`src/rtl/instr_mem_bridge.sv`:
```
// instr_mem_bridge: slave on the core's instruction fetch port (req/gnt/valid)
// driving a single-port synchronous instruction SRAM with one-cycle read latency.
// A programmable grant delay and response latency let the fetch stage see
// stalls and long fetches. Misaligned or out-of-range fetches return an error.
//
// Ports:
//   clk, reset_n        clock, asynchronous active-low reset
//   instr_req/addr      fetch request and byte address
//   instr_gnt           request accepted this cycle (combinational)
//   instr_valid/err     single-cycle response pulse and error flag
//   instr_rdata         response data, 0 unless a good response is valid
//   mem_busy            SRAM claimed by the data-port arbiter this cycle
//   mem_cs/mem_addr     SRAM read strobe and word index
//   mem_rdata           SRAM data, valid the cycle after mem_cs
//   outstanding         granted requests still awaiting their response
//
// MEM_BASE is assumed word aligned; MEM_WORDS is a power of two below 2**30.

module instr_mem_bridge_chk #(
  parameter int MAX_OUTSTANDING = 2,
  parameter int OW              = 2
) (
  input logic          clk,
  input logic          reset_n,
  input logic          instr_gnt,
  input logic          instr_valid,
  input logic          mem_cs,
  input logic [OW-1:0] outstanding
);

  // A response can only retire a request that was actually granted.
  a_valid_has_owner: assert property (@(posedge clk) disable iff (!reset_n)
    instr_valid |-> (outstanding != '0));

  // The SRAM is only strobed for an accepted request.
  a_cs_needs_gnt: assert property (@(posedge clk) disable iff (!reset_n)
    mem_cs |-> instr_gnt);

  // The in-flight count never passes its ceiling.
  a_out_bounded: assert property (@(posedge clk) disable iff (!reset_n)
    outstanding <= OW'(MAX_OUTSTANDING));

endmodule

module instr_mem_bridge #(
  parameter logic [31:0] MEM_BASE        = 32'h0000_0000,
  parameter int          MEM_WORDS       = 4096,
  parameter int          GNT_DELAY       = 0,
  parameter int          RSP_LATENCY     = 1,
  parameter int          MAX_OUTSTANDING = 2
) (
  input  logic                                 clk,
  input  logic                                 reset_n,
  input  logic                                 instr_req,
  input  logic [31:0]                          instr_addr,
  output logic                                 instr_gnt,
  output logic [31:0]                          instr_rdata,
  output logic                                 instr_err,
  output logic                                 instr_valid,
  input  logic                                 mem_busy,
  output logic                                 mem_cs,
  output logic [$clog2(MEM_WORDS)-1:0]         mem_addr,
  input  logic [31:0]                          mem_rdata,
  output logic [$clog2(MAX_OUTSTANDING+1)-1:0] outstanding
);

  localparam int AW = $clog2(MEM_WORDS);
  localparam int OW = $clog2(MAX_OUTSTANDING + 1);
  localparam int GW = (GNT_DELAY > 0) ? $clog2(GNT_DELAY + 1) : 1;

  logic [GW-1:0] gcnt_r;
  logic [OW-1:0] out_r;
  logic [30:0]   word_diff_s;
  logic          bad_s;
  logic          gnt_s;
  logic          cs_s;
  logic [AW-1:0] maddr_s;
  logic          v0_r;
  logic          e0_r;
  logic [31:0]   d0_s;
  logic          last_v_s;
  logic          last_e_s;
  logic [31:0]   last_d_s;

  // Address check and grant decision for the current request.
  always_comb begin
    // Word-granular difference with an extra borrow bit: an address below
    // MEM_BASE sets bit 30 instead of wrapping into the valid window.
    word_diff_s = {1'b0, instr_addr[31:2]} - {1'b0, MEM_BASE[31:2]};
    bad_s = (instr_addr[1:0] != 2'b00) | word_diff_s[30] | (|word_diff_s[29:AW]);
    // A response retiring this cycle frees its slot for a new grant.
    gnt_s = instr_req & (gcnt_r == GW'(GNT_DELAY)) & ~mem_busy &
            ((out_r < OW'(MAX_OUTSTANDING)) | last_v_s);
    cs_s  = gnt_s & ~bad_s;
    if (cs_s) begin
      maddr_s = word_diff_s[AW-1:0];
    end else begin
      maddr_s = '0;
    end
  end

  // Grant-delay counter: counts waiting cycles, saturating at GNT_DELAY so a
  // busy SRAM leaves the request ready to go the first free cycle.
  always_ff @(posedge clk or negedge reset_n) begin
    if (!reset_n) begin
      gcnt_r <= '0;
    end else if (instr_req && !gnt_s) begin
      if (gcnt_r != GW'(GNT_DELAY)) begin
        gcnt_r <= gcnt_r + GW'(1);
      end else begin
        gcnt_r <= gcnt_r;
      end
    end else begin
      gcnt_r <= '0;
    end
  end

  // In-flight counter: up on grant, down on response, unchanged on both.
  always_ff @(posedge clk or negedge reset_n) begin
    if (!reset_n) begin
      out_r <= '0;
    end else begin
      case ({gnt_s, last_v_s})
        2'b10:   out_r <= out_r + OW'(1);
        2'b01:   out_r <= out_r - OW'(1);
        default: out_r <= out_r;
      endcase
    end
  end

  // First response stage: tags the cycle in which the SRAM data arrives.
  always_ff @(posedge clk or negedge reset_n) begin
    if (!reset_n) begin
      v0_r <= 1'b0;
      e0_r <= 1'b0;
    end else begin
      v0_r <= gnt_s;
      e0_r <= gnt_s & bad_s;
    end
  end

  // The SRAM data is only meaningful for a good response in flight.
  assign d0_s = (v0_r & ~e0_r) ? mem_rdata : 32'h0000_0000;

  generate
    if (RSP_LATENCY == 1) begin : g_lat1
      assign last_v_s = v0_r;
      assign last_e_s = e0_r;
      assign last_d_s = d0_s;
    end else begin : g_latn
      localparam int NS = RSP_LATENCY - 1;
      logic [NS-1:0] v_r;
      logic [NS-1:0] e_r;
      logic [31:0]   d_r [NS];

      // Fixed-delay shift of responses; the fetch port has no back-pressure.
      always_ff @(posedge clk or negedge reset_n) begin
        if (!reset_n) begin
          v_r <= '0;
          e_r <= '0;
          for (int i = 0; i < NS; i++) begin
            d_r[i] <= 32'h0000_0000;
          end
        end else begin
          v_r[0] <= v0_r;
          e_r[0] <= e0_r;
          d_r[0] <= d0_s;
          for (int i = 1; i < NS; i++) begin
            v_r[i] <= v_r[i-1];
            e_r[i] <= e_r[i-1];
            d_r[i] <= d_r[i-1];
          end
        end
      end

      assign last_v_s = v_r[NS-1];
      assign last_e_s = e_r[NS-1];
      assign last_d_s = d_r[NS-1];
    end
  endgenerate

  assign instr_gnt   = gnt_s;
  assign mem_cs      = cs_s;
  assign mem_addr    = maddr_s;
  assign outstanding = out_r;
  assign instr_valid = last_v_s;
  assign instr_err   = last_e_s;
  assign instr_rdata = last_d_s;

  instr_mem_bridge_chk #(
    .MAX_OUTSTANDING (MAX_OUTSTANDING),
    .OW              (OW)
  ) u_chk (
    .clk         (clk),
    .reset_n     (reset_n),
    .instr_gnt   (gnt_s),
    .instr_valid (last_v_s),
    .mem_cs      (cs_s),
    .outstanding (out_r)
  );

endmodule

```
`config.mk`:
```
export PLATFORM = sky130hd
export DESIGN_NAME = instr_mem_bridge
export DESIGN_NICKNAME = d
export VERILOG_FILES = /design/src/rtl/instr_mem_bridge.sv
export SDC_FILE = /design/constraint.sdc
export NUM_CORES = 1
export LEC_CHECK = 0
export CAP_MARGIN = 40
export CORE_MARGIN = 5
export CORE_UTILIZATION = 20
export CTS_CLUSTER_DIAMETER = 60
export CTS_CLUSTER_SIZE = 20
export DETAILED_ROUTE_END_ITERATION = 10
export PLACE_DENSITY = 0.84
export SLEW_MARGIN = 5
export SYNTH_ARGS = -nofsm -noshare
export SYNTH_HDL_FRONTEND = slang
export SYNTH_SLANG_ARGS = --single-unit
```
`constraint.sdc`:
```
create_clock -name clk -period 2.1 [get_ports clk]
set_input_delay 0.42 -clock clk [delete_from_list [all_inputs] [get_ports clk]]
set_output_delay 0.42 -clock clk [all_outputs]
set_load 0.02 [all_outputs]
```
Word level (Yosys, flattened, before mapping)
Cells that the tools add are included.
{"block": "word_totals", "regBits": 5, "inputBits": 68, "out_inout_bits": 50, "elab_cells": 32}
{"block": "classes", "add_sub_neg": 3, "magnitude_cmp": 1, "eq_ne": 2, "mux": 5, "n_bitwise": 12, "reduce_logical": 5}
{"op": "2-to-1 mux 32 bit", "n": 1}
{"op": "OR reduction 18 bit", "n": 1}
{"op": "2-to-1 mux 12 bit", "n": 1}
{"op": "bitwise AND 1 bit", "n": 6}
{"op": "inverter 1 bit", "n": 4}
{"op": "case mux 2 bit (2 select lines)", "n": 1}
{"op": "nonzero test 2 bit", "n": 2}
{"op": "adder 2 x 1 -> 2 bit (second input constant)", "n": 1}
{"op": "equality test 2 x 1 -> 1 bit (second input constant)", "n": 1}
{"op": "equality test 2 bit (second input constant)", "n": 1}
{"op": "< comparator 2 bit (second input constant)", "n": 1}
{"op": "2-to-1 mux 1 bit", "n": 2}
{"op": "bitwise OR 1 bit", "n": 2}
{"op": "subtractor 2 x 1 -> 2 bit (second input constant)", "n": 1}
{"op": "adder 1 bit (second input constant)", "n": 1}
{"op": "logical AND 1 bit", "n": 1}
{"op": "zero test 1 bit", "n": 1}

Logic depth before layout (Yosys ltp)
{"block": "depth", "depth_word": 7, "ltp_mapped": 7, "depth_no_buf": 6}

Least setup slack after synthesis
OpenSTA, ideal clock, no wires.
{"block": "synth_path", "kind": "input to output", "startpoint": "in instr_addr[18]", "endpoint": "out mem_addr[0]", "t_arrival_ps": 1576, "required_time_ps": 1680, "setup_slack_ps": 104, "stages": 3, "n_path_buf": 0, "cell_sequence": "nor4_1 > nand3_1 > nor4_1"}
{"block": "synth_between", "elab_chain_cells": 5}
{"item": "start: declaration", "line_no": "55", "text": "input logic [31:0] instr_addr,"}
{"item": "OR reduction 18 bit", "line_no": "90", "text": "bad_s = (instr_addr[1:0] != 2'b00) | word_diff_s[30] | (|word_diff_s[29:AW]);"}
{"item": "bitwise OR 1 bit", "line_no": "90"}
{"item": "inverter 1 bit", "line_no": "94", "text": "cs_s = gnt_s & ~bad_s;"}
{"item": "bitwise AND 1 bit", "line_no": "94"}
{"item": "2-to-1 mux 12 bit", "line_no": "95", "text": "if (cs_s) begin"}
{"item": "end: declaration", "line_no": "62", "text": "output logic [$clog2(MEM_WORDS)-1:0] mem_addr,"}
No other way between the ends.

Worst setup path after layout
{"block": "layout_path", "startpoint": "in instr_addr[0]", "endpoint": "out mem_addr[4]"}
{"block": "layout_between", "elab_chain_cells": 5}
{"item": "nonzero test 2 bit", "line_no": "90"}
{"item": "bitwise OR 1 bit", "line_no": "90"}
{"item": "inverter 1 bit", "line_no": "94"}
{"item": "bitwise AND 1 bit", "line_no": "94"}
{"item": "2-to-1 mux 12 bit", "line_no": "95"}
No other way between the ends.

==> flow_summary.yaml <==
run_status:
  status: "complete, no violations"
sta:
  max_freq_mhz: 483
  setup_viol: 0
  max_slew_margin: 0.808
  fin_ws_ns: 0.0315
  rsz0062_at_grt: "yes"
  skew_ns: 0.00599
  report.final.slew_viol_count: 0
  hold_slack_ns: 0.386
  period_share: 0.985
  tightest_slew_ns: 0.287
  timing.final.hold_violations: 0
  period_needed_ns: 2.07
logic_synthesis:
  syn_inst: 84
  synth_cell_types: 19
  synth-compound-area-share: 0.0156
  yosys-top-cells-area: "and2_1 31%, nor4_2 19%, dfrtp_1 16%"
  synth_fa_ha_area_frac: 0.0195
  synth_xor_area_frac: 0.0409
  synthesis.area_um2: 642
  synthSimpleGateAreaFrac: 0.641
  ys_seq_elements: 4
  synth_top_area_cell: "and2_1"
  synth_top_family_by_area: "simple AND/OR/NAND/NOR gates"
  syn-num-nets: 153
  yosysWarnings: 0
  synth.area.mux_share: 0
  synth_top_area_frac: 0.312
  syn_avg_cell_area_um2: 7.64
  seq_area_frac_synth: 0.156
drt:
  drcViolationCount: 0
  vias_per_cell: 4.35
  first_iter_violations: 25
  dr.pass1.iters: 3
  routedWlPerCell_um: 14.4
  drt-total-wl_mm: 3.65
  vias: 1105
  ant_nets: 0
clock_tree:
  clock_latency_ns: 0.24
  cts_buffer_depth: 2
  cts_tree: "done"
  clk_pin_slew_ns: 0.04
  htreeDepth: 1
  clockRootBuffer: "clkbuf_4"
  clock_sinks: 4
  ctsHoldBuffers: 0
  numCtsBuffers: 3
worst_setup_path:
  path_buf_inv: 3
  critPathLaunch: "instr_addr[0]"
  path_class: "in2out"
  endpoint_kind: "primary output"
  slowest_stage: "nor4_2"
  cp-start-kind: "primary input"
  r2r_slack_ns: 0.45
  cp.arrival_ns: 1.65
  crit_end: "mem_addr[4]"
  max_stage_delay_ns: 0.30
  cp_cell_sequence: "clkdlybuf4s15_1 -> nor4_2 -> nand3_2 -> buf_6 -> nor4_4 -> buf_4"
  rr_startpoint: "instr_valid"
  cp_max_fo: 4
  cp.depth: 6
  rr_worst_depth: 6
  critPathRequiredTime_ns: 1.68
  path_delay_family: "simple AND/OR/NAND/NOR gates"
  r2r-end: "outstanding[1]"
layout:
  fin_util: 0.678
  layout.cells.non_filler: 254
  area_delta_synth_final_pct: 225
  diodes: 0
  final_net_count: 281
  drive_gt1_frac: 0.281
  fillers: 259
place:
  gp_congestion: 0.761
  dp.cells: 246
  pre_cts_slack_ns: -0.684
  port_buffers: 117
  dp_hpwl_mm: 2.72
power_and_ir_drop:
  vdd.ir_drop.worst_mv: 0.490
  power_mw: 0.811
  leakagePower_nw: 1.08
  powerDensity_nw_per_um2: 389
global_route:
  overflow: 0
  grt_pass1_vias: 1190
  grt_pass1_wl_mm: 5.19
  grt_usage: 0.151
  grt_max_degree: 33
  antenna_found_initial: 0
die:
  initial_utilization: 0.209
  die_h_um: 66.7
  dieArea_um2: 4440
  die_w_um: 66.7
  core_um2: 3080
  pin_count: 118
  row_count: 20
hold_path:
  hp-class: "in2async"
run:
  cap_violations: 0
sequential cells by signal (all words and copies together) (netlist names):
signal       cells
instr_err        1
instr_valid      1
outstanding      2
cells in the final DEF (no fill, tap or decap):
| cell type | netlist | routed |
|---|---|---|
| and2_1 | 32 | 32 |
| buf_12 | 0 | 2 |
| buf_16 | 0 | 1 |
| buf_2 | 2 | 9 |
| buf_4 | 0 | 14 |
| buf_6 | 1 | 4 |
| buf_8 | 0 | 2 |
| clkbuf_16 | 0 | 1 |
| clkbuf_2 | 0 | 1 |
| clkbuf_4 | 0 | 3 |
| clkdlybuf4s15_1 | 0 | 8 |
| clkdlybuf4s50_1 | 0 | 49 |
| dfrtp_1 | 4 | 4 |
| dlygate4sd2_1 | 0 | 36 |
| dlymetal6s2s_1 | 0 | 2 |
| ha_1 | 1 | 1 |
| inv_1 | 13 | 13 |
| nand2_2 | 0 | 1 |
| nand2b_1 | 1 | 1 |
| nand3_2 | 0 | 1 |
| nand3b_1 | 1 | 1 |
| nor2_1 | 1 | 1 |
| nor2b_2 | 0 | 1 |
| nor3_2 | 1 | 1 |
| nor4_2 | 10 | 4 |
| nor4_4 | 0 | 13 |
| o21ba_2 | 1 | 1 |
| xnor2_1 | 2 | 2 |
| xor2_1 | 1 | 1 |
kinds of logic (layout without fill, tap and decap cells):
group,count (synthesis),in the layout
AO/OA/AOI/OAI,1,1
buffers and inverters,19,145
adder cells (fa/ha/maj),1,1
flip-flops,4,4
XOR/XNOR,3,3
AND/OR/NAND/NOR,56,56
what timing repair did:
action / 4_1_cts / 5_1_grt
setup endpoints to repair: 46 / 11
resized for setup: 177 / 22
buffers inserted: 1 / 1
cloned: 2 / 1
pin swaps: 14 / 11
through the flow:
stage / area, um2 / TNS (ns)
detailed placement: 1900 / -8.61
CTS: 1970 / 0
finish: 2090 / 0
global placement: 1900 / -7.94
floorplan: 642 / 0
global route: 2090 / -0.363
Yosys cell counts, drive strengths merged:
library cell and count:
nand3b 1, o21ba 1, nand2 1, nor3 1, buf 3, nand2b 1
xnor2 2, dfrtp 4, and2 32, clkbuf 3, nand3 1, nor4 17
nor2b 1, xor2 1, inv 13, nor2 1, ha 1
worst register-to-register path, cell delays in order, from the launching register on:
cell and delay, ns:
dfrtp_1 0.37, nand2b_1 0.12, nand3b_1 0.22, buf_6 0.23, ha_1 0.32, nor2_1 0.14, xor2_1 0.17
final cells by class:
cell class / count / area (um2) / share of cell area
Multi-Input combinational cell: 61 / 628 / 0.301
Clock buffer: 3 / 22.5 / 0.0108
Sequential cell: 4 / 100 / 0.0479
Tap cell: 44 / 55.1 / 0.0264
Timing Repair Buffer: 129 / 1230 / 0.591
Inverter: 13 / 48.8 / 0.0234
worst min path at each step:
stage / start / end / depth (start not counted)
4_1_cts: reset_n / instr_err / 1
3_3_place_gp: outstanding[0] / outstanding[0] / 1
6_report: reset_n / outstanding[1] / 1
3_5_place_dp: outstanding[0] / outstanding[0] / 1
5_1_grt: reset_n / instr_err / 1
2_1_floorplan: reset_n / instr_err / 0
per-layer routing:
layer | share of wire | vias up | track usage
li1 | - | 524 | -
met1 | 0.31 | 488 | 0.125
met2 | 0.51 | 85 | 0.304
met3 | 0.16 | 8 | 0.0742
met4 | 0.016 | 0 | 0.0457
met5 | 0 | - | 0
power breakdown:
group	internal, mW	switching [mW]	leakage (nW)
combinational	0.318	0.274	1.02
sequential	0.105	0.0200	0.0500
clock	0.0639	0.0311	0.0138
(Power assumes the default switching activity.)
